**config.mk**
```make
export PLATFORM = sky130hd
export DESIGN_NAME = instr_sequencer
export DESIGN_NICKNAME = d
export VERILOG_FILES = /design/src/rtl/instr_sequencer.sv
export SDC_FILE = /design/constraint.sdc
export NUM_CORES = 1
export LEC_CHECK = 0
export BUFFER_PORTS_ARGS = -buffer_cell sky130_fd_sc_hd__buf_2
export CAP_MARGIN = 20
export CORE_MARGIN = 3
export CORE_UTILIZATION = 45
export CTS_BUF_LIST = sky130_fd_sc_hd__clkbuf_4
export DETAILED_ROUTE_END_ITERATION = 8
export GPL_TIMING_DRIVEN = 0
export MAX_ROUTING_LAYER = met4
export PLACE_DENSITY = 0.64
export SYNTH_ARGS = -nofsm -noshare
export SYNTH_HDL_FRONTEND = slang
export SYNTH_SLANG_ARGS = --single-unit
```
**constraint.sdc**
```tcl
create_clock -name clk -period 3.1 [get_ports clk]
set_input_delay 0.31 -clock clk [delete_from_list [all_inputs] [get_ports clk]]
set_output_delay 0.31 -clock clk [all_outputs]
set_load 0.03 [all_outputs]
```
**src/rtl/instr_sequencer.sv**
```systemverilog
// instr_sequencer: buffers 48-bit instruction words in a FIFO and issues them one
// at a time to the register file / ALU, capturing READ results and stopping on HALT.
// Latency: a word at the FIFO head appears on op/addr/imm_data one cycle after its pop;
//   at most one issue every 2 cycles.
// Backpressure: in_ready = (fill != FIFO_DEPTH); in HALTED nothing pops, so the FIFO fills
//   and stalls the producer.
// Optional feature: define SEQ_STEP_EN to add the step input. Each pop from IDLE then
//   needs step=1 in that cycle.
// Ports: clk, reset (async, active-high), in_valid/in_instr/in_ready (instruction input),
//   op/addr_1/addr_2/addr_3/imm_data (issue outputs), read_data_reg/rd_data/rd_valid (read
//   capture), halted, fill (FIFO occupancy), [step].
module instr_sequencer #(
  parameter int FIFO_DEPTH = 4
) (
  input  logic                          clk,
  input  logic                          reset,
`ifdef SEQ_STEP_EN
  input  logic                          step,
`endif
  input  logic                          in_valid,
  input  logic [47:0]                   in_instr,
  output logic                          in_ready,
  output logic [15:0]                   op,
  output logic [3:0]                    addr_1,
  output logic [3:0]                    addr_2,
  output logic [3:0]                    addr_3,
  output logic [15:0]                   imm_data,
  input  logic [15:0]                   read_data_reg,
  output logic [15:0]                   rd_data,
  output logic                          rd_valid,
  output logic                          halted,
  output logic [$clog2(FIFO_DEPTH):0]   fill
);

  localparam int PW = $clog2(FIFO_DEPTH);
  localparam int FW = PW + 1;

  localparam logic [15:0] OP_NOP  = 16'hF000;
  localparam logic [15:0] OP_HALT = 16'hFF00;
  localparam logic [7:0]  OP_READ = 8'h12;

  typedef enum logic [1:0] {
    IDLE   = 2'd0,
    ISSUE  = 2'd1,
    HALTED = 2'd2
  } state_t;

  state_t state;

  // Buffer stores the instruction without the four unused bits [19:16].
  logic [43:0]   mem [FIFO_DEPTH];
  logic [PW-1:0] wr_ptr;
  logic [PW-1:0] rd_ptr;
  logic [43:0]   head;
  logic [15:0]   head_op;
  logic [15:0]   issue_op;
  logic          push;
  logic          pop;
  logic          step_ok;
  logic          unused_bits;

  assign unused_bits = ^in_instr[19:16];

`ifdef SEQ_STEP_EN
  // step is sampled only in the pop cycle, so an early or late pulse has no effect.
  assign step_ok = step;
`else
  assign step_ok = 1'b1;
`endif

  assign in_ready = (fill != FW'(FIFO_DEPTH));
  assign push     = in_valid && in_ready;
  assign pop      = (state == IDLE) && (fill != '0) && step_ok;
  assign head     = mem[rd_ptr];
  assign head_op  = head[43:28];

  // Storage has no reset; occupancy is tracked only by fill and the pointers.
  always_ff @(posedge clk) begin
    if (push) begin
      mem[wr_ptr] <= {in_instr[47:20], in_instr[15:0]};
    end
  end

  // Pointers wrap naturally, since FIFO_DEPTH is a power of two.
  always_ff @(posedge clk or posedge reset) begin
    if (reset) begin
      wr_ptr <= '0;
      rd_ptr <= '0;
      fill   <= '0;
    end else begin
      if (push) wr_ptr <= wr_ptr + PW'(1);
      if (pop)  rd_ptr <= rd_ptr + PW'(1);
      case ({push, pop})
        2'b10:   fill <= fill + FW'(1);
        2'b01:   fill <= fill - FW'(1);
        default: fill <= fill;
      endcase
    end
  end

  // The issue outputs are loaded at the pop edge, so they are valid for the single
  // ISSUE cycle and fall back to NOP/zero on the next edge.
  always_ff @(posedge clk or posedge reset) begin
    if (reset) begin
      state    <= IDLE;
      issue_op <= OP_NOP;
      op       <= OP_NOP;
      addr_1   <= '0;
      addr_2   <= '0;
      addr_3   <= '0;
      imm_data <= '0;
      rd_data  <= '0;
      rd_valid <= 1'b0;
      halted   <= 1'b0;
    end else begin
      op       <= OP_NOP;
      addr_1   <= '0;
      addr_2   <= '0;
      addr_3   <= '0;
      imm_data <= '0;
      rd_valid <= 1'b0;
      case (state)
        IDLE: begin
          if (pop) begin
            issue_op <= head_op;
            // HALT is never forwarded; the register file sees NOP in that cycle.
            op       <= (head_op == OP_HALT) ? OP_NOP : head_op;
            addr_1   <= head[27:24];
            addr_2   <= head[23:20];
            addr_3   <= head[19:16];
            imm_data <= head[15:0];
            state    <= ISSUE;
          end
        end
        ISSUE: begin
          if (issue_op[15:8] == OP_READ) begin
            rd_data  <= read_data_reg;
            rd_valid <= 1'b1;
          end
          if (issue_op == OP_HALT) begin
            state  <= HALTED;
            halted <= 1'b1;
          end else begin
            state <= IDLE;
          end
        end
        HALTED: begin
          state <= HALTED;
        end
        default: begin
          state <= IDLE;
        end
      endcase
    end
  end

endmodule

```
---- Word-level counts from Yosys, hierarchy flattened ----
Memory sizes are Yosys's and may differ from the RTL's.
Cells that the tools add are included.
W data, S select, Z words.
word-level totals
  register bits ........................... 87
  RAM bits ................................ 176
  input bits .............................. 67
  output and inout bits ................... 66
  logic and storage cells ................. 54
  memories ................................ 1
operators by class
  $add $sub $neg .......................... 4
  equal/unequal tests ..................... 9
  muxes and demuxes ....................... 19
  reductions and logical operators ........ 8
memory list
  name  words  width  read ports  clocked after Yosys merged registers in  write ports  line  source
  mem   4      44     1           0                                        1            51    logic [43:0] mem [FIFO_DEPTH];
operators with widths
  kind                    number
  $mux W16                5
  $eq A16 B16 Y1 const B  2
  $mux W4                 6
  $eq A8 B5 Y1 const B    1
  $pmux W2 S3             1
  $pmux W3 S2             1
  $reduce_and A2 Y1       3
  $add A2 B1 Y2 const B   2
  $eq A2 B1 Y1 const B    2
  $eq A2 B2 Y1 const B    2
  $mux W1                 4
  $mux W2                 2
  $add A3 B1 Y3 const B   1
  $ne A3 B3 Y1 const B    1
  $reduce_bool A3 Y1      1
  $sub A3 B1 Y3 const B   1
  $logic_and A1 B1 Y1     2
  $logic_not A2 Y1        1
  $ne A2 B2 Y1 const B    1
  $reduce_bool A2 Y1      1

---- Logic depth before layout (Yosys ltp) ----
An unclocked memory read counts as a cell.
  depth in word-level cells ............... 5
  mapped depth ............................ 12

---- Worst setup path after synthesis ----
Ideal clock, no wire load.
  path kind ............................... flip-flop to flip-flop
  start ................................... register fill[0]
  end ..................................... register fill[2]
  arrival ................................. 2.641 ns
  required time ........................... 3.020 ns
  path slack .............................. 0.379 ns
  stages on the path, launching flop included .. 13
  buffers on the path ..................... 3
  cell sequence ........................... dfrtp_1 nor3_1 or3_1 clkbuf_1 inv_2 buf_2 clkbuf_1 ha_1 inv_1 fa_1 xor2_1 nor2_1 xor2_1
on the way
  word-level cells in the longest chain between the ends .. 4
ends and longest elaborated chain
  item                                                       line    source
  from (decl)                                                32      output logic [$clog2(FIFO_DEPTH):0] fill
  from (signal assigned)                                     94      2'b10: fill <= fill + FW'(1);
  from (signal assigned)                                     95      2'b01: fill <= fill - FW'(1);
  from (signal assigned)                                     96      default: fill <= fill;
  $ne A3 B3 Y1 / $reduce_bool A3 Y1 (equally long branches)  71, 73
  $logic_and A1 B1 Y1, on equally long branches              72, 73
  $eq A2 B1 Y1 / $eq A2 B2 Y1 (equally long branches)        93      case ({push, pop})
  $pmux W3 S2 / $reduce_bool A2 Y1 (equally long branches)   --
Several ways; a longest one is shown, not always the timed one.
A chain may end at the register's enable or synchronous reset.

---- Worst setup path after layout ----
Ends and elaborated chain as after synthesis.

==> metrics.csv <==
stage,metric,value,unit
clock_network,clock root cell,clkbuf_4,
synth,"FF+latch count, synth",263,
synth,"top cells by count, synth","edfxtp_1 (176), dfrtp_1 (79), mux4_2 (40), and2_1 (37), nand2_1 (26)",
grt,pin count of the biggest net entering global routing,64,
pwr,peak supply drop,0.478,mV
synth,"Cell Area, Synth",9580,µm²
min_path,hold worst-path end,wr_ptr[0]$_DFFE_PP0P_,
grt,first-pass GRT wire length,29.4,mm
pwr,P per Cell Area,975,nW/µm²
synth,largest family of logic cells by synthesized area,multiplexers,
worst_setup_path,Reg2Reg Depth,11,
grt,GRT overflow,0,
min_path,min-delay src,in_valid,
synth,sequential fraction of the synthesis area,0.780,
worst_setup_path,Worst R2R Start,fill[0]$_DFFE_PP0P_,
synth,most common cell in the netlist,edfxtp_1,
synth,Synth area leaders,"edfxtp_1 (55%), dfrtp_1 (21%), mux4_2 (9.4%)",
synth,warning count from the yosys run,0,
timing,relative slew slack,0.570,
worst_setup_path,Critical Path End Type,register,
floorplanning,row count,52,
synth,Synth Area in Compound Gates,0.00679,
floorplanning,overall die area,23100,µm²
floorplanning,Initial Util,0.466,
worst_setup_path,CP Data Required Time,3.66,ns
timing,setup tns final,0,ns
clock_network,post_cts resized,0,
timing,f_max,0.366,GHz
grt,vias in the first global route,5709,
worst_setup_path,Crit Path Max Fanout,19,
timing,Final min period,2.73,ns
timing,skew final,0.0384,ns
grt,initial antenna violation count,0,
clock_network,TritonCTS buffer count,66,
placement,GP Congestion,0.798,
final_layout,Post-Layout Cell Count,1049,
floorplanning,DIE HEIGHT,152,µm
timing,endpoints failing hold,0,
floorplanning,core box area,20600,µm²
worst_setup_path,crit start category,register,
final_layout,antenna diode count,0,
worst_setup_path,reg2reg end,fill[2]$_DFFE_PP0P_,
placement,Place WS,-0.00644,ns
grt,Total Routing Usage GR,0.167,
synth,Post-Syn Nets,543,
placement,Placed Instance Area,10700,µm²
timing,Final Max Slew Viols,0,
timing,worst-margin pin slew,0.644,ns
synth,ys flop type,edfxtp_1,
clock_network,CTS HTree Levels,3,
placement,# port buffers,128,
outcome,outcome,"finished, final reports clean",
synth,post-synthesis instance total,470,
worst_setup_path,crit path kind,reg2reg,
final_layout,Final Cell Area,12100,µm²
synth,syn_area_per_cell,20.4,µm²
detailed_routing,vias,5064,
synth,mux contribution to synthesized area,0.130,
final_layout,final cell utilization of the core,0.590,
flow_run,max-capacitance violation count,0,
synth,"Distinct cells, synth",34,
final_layout,Layout area overhead,26.7,%
detailed_routing,1st-iter DRT viols,215,
synth,number of enable flip-flop cells after synthesis,176,
clock_network,TritonCTS clock tree,yes,
worst_setup_path,Worst EP arrival,3.29,ns
floorplanning,I/O pins,133,
detailed_routing,Total Wirelength,18.2,mm
synth,Adder-Cell Fraction of Synth Area,0.00862,
clock_network,worst-skew pair later-pin latency,0.65,ns
timing,RSZ-0062 raised after global routing,false,
placement,placed cells,873,
floorplanning,die span in x,152,µm
clock_network,"CTS clk-pin slew, worst paths",0.07,ns
detailed_routing,wire length per cell,17.4,µm
detailed_routing,drt drc,0,
synth,Synth top area share,0.552,
final_layout,Nets,804,
clock_network,maximum clock path buffer count,3,
timing,Final period util,0.881,
worst_setup_path,worst reg2reg setup slack,0.37,ns
synth,xor and xnor fraction of the mapped netlist area,0.00549,
detailed_routing,Vias per Instance,4.83,
min_path,hold path depth,3,
final_layout,share of cells above drive strength 1,0.402,
synth,ys async rst share,0.331,
min_path,HP Class,in2reg,
placement,Final HPWL DP,11.4,mm
synth,post-synthesis simple-gate area fraction,0.0550,
detailed_routing,Post-DRT Antenna Nets,0,
timing,final worst setup slack,0.369,ns
synth,Synth area leader,edfxtp_1,
clock_network,clock sink count,263,
timing,Setup Viol. Count Final,0,
pwr,Pleak,4.93,nW
detailed_routing,drt pass-1 iters,4,
-- where the power goes --
group	switching, mW	internal [mW]	leakage [nW]
Clock	1.30	1.58	0.500
Sequential	0.290	4.81	2.68
Combinational	2.31	1.55	1.75
-- per-layer routing --
| metal | track usage | wire length (µm) | vias to the layer above |
|---|---|---|---|
| met2 | 0.274 | 9330 | 146 |
| met5 | - | 0 | - |
| met4 | 0.0608 | 325 | 0 |
| li1 | - | - | 2362 |
| met3 | 0.0563 | 1060 | 25 |
| met1 | 0.192 | 7520 | 2531 |
-- kinds of logic (layout without fill, tap and decap cells) --
kind of cell / Yosys count / count (layout)
simple gates: 94 / 94
mux: 62 / 62
xor+xnor: 6 / 6
compound gates: 9 / 9
fa+ha+maj: 6 / 6
flops: 263 / 263
buf+inv: 30 / 339
-- cell type report --
class                      count  area (µm²)
sequential                   263        7470
timing repair buffer         194        1360
clock buffer                  95         713
tap                          270         338
multi-input combinational    177        1970
clock inverter                21         144
buffer                        18        93.8
fill                        1625        8420
inverter                      11        43.8
-- registers in the layout, summed over array words and instances (netlist names) --
| register | cells |
|---|---|
| mem | 176 |
| addr_2 | 4 |
| rd_data | 16 |
| halted | 1 |
| fill | 3 |
| rd_valid | 1 |
| addr_3 | 4 |
| wr_ptr | 2 |
| issue_op | 16 |
| addr_1 | 4 |
| op | 16 |
| imm_data | 16 |
| state | 2 |
| rd_ptr | 2 |
-- worst max-delay path by stage --
stage / startpoint / end / slack (ns) / cells after the start
floorplan: fill[0]$_DFFE_PP0P_ / fill[2]$_DFFE_PP0P_ / 0.38 / 12
global placement: reset / imm_data[13]$_DFF_PP0_ / -0.61 / 2
detailed placement: fill[0]$_DFFE_PP0P_ / fill[2]$_DFFE_PP0P_ / -0.006 / 12
CTS: fill[0]$_DFFE_PP0P_ / fill[2]$_DFFE_PP0P_ / 0.33 / 11
global route: fill[0]$_DFFE_PP0P_ / fill[2]$_DFFE_PP0P_ / 0.15 / 11
finish: fill[0]$_DFFE_PP0P_ / fill[2]$_DFFE_PP0P_ / 0.37 / 11
-- metrics by stage --
step                      power [mW]  hold WS [ns]
after floorplan                 7.84         0.409
after global placement          8.88         0.450
after detailed placement        9.02         0.306
after CTS                       12.0        0.0195
after global routing            12.6        0.0717
final                           11.8        0.0915
-- cell usage in the layout (no fill, tap or decap), drive strengths merged, types with 7 or more instances in the layout --
cell	count
nand2	26
a21o	8
buf	145
dfrtp	79
nor2	7
mux2	17
dlygate4sd3	61
mux4	44
dfstp	8
inv	13
clkinv	15
and2	37
edfxtp	176
clkbuf	101
-- worst max-delay path: stages (launching register included) --
cell      delay [ns]
dfrtp_1         0.40
nor3_1          0.09
or3_1           0.30
clkbuf_1        0.24
inv_2           0.18
buf_2           0.34
ha_1            0.25
inv_1           0.06
fa_1            0.37
xor2_1          0.15
nor2_1          0.11
xor2_1          0.16
-- what timing repair did --
action                                  4_1_cts  5_1_grt
hold endpoints to repair                    268        0
hold buffers                                 61        0
endpoints found under the setup margin        1        0
buffers inserted                              0        0
(Power assumes the default switching activity.)
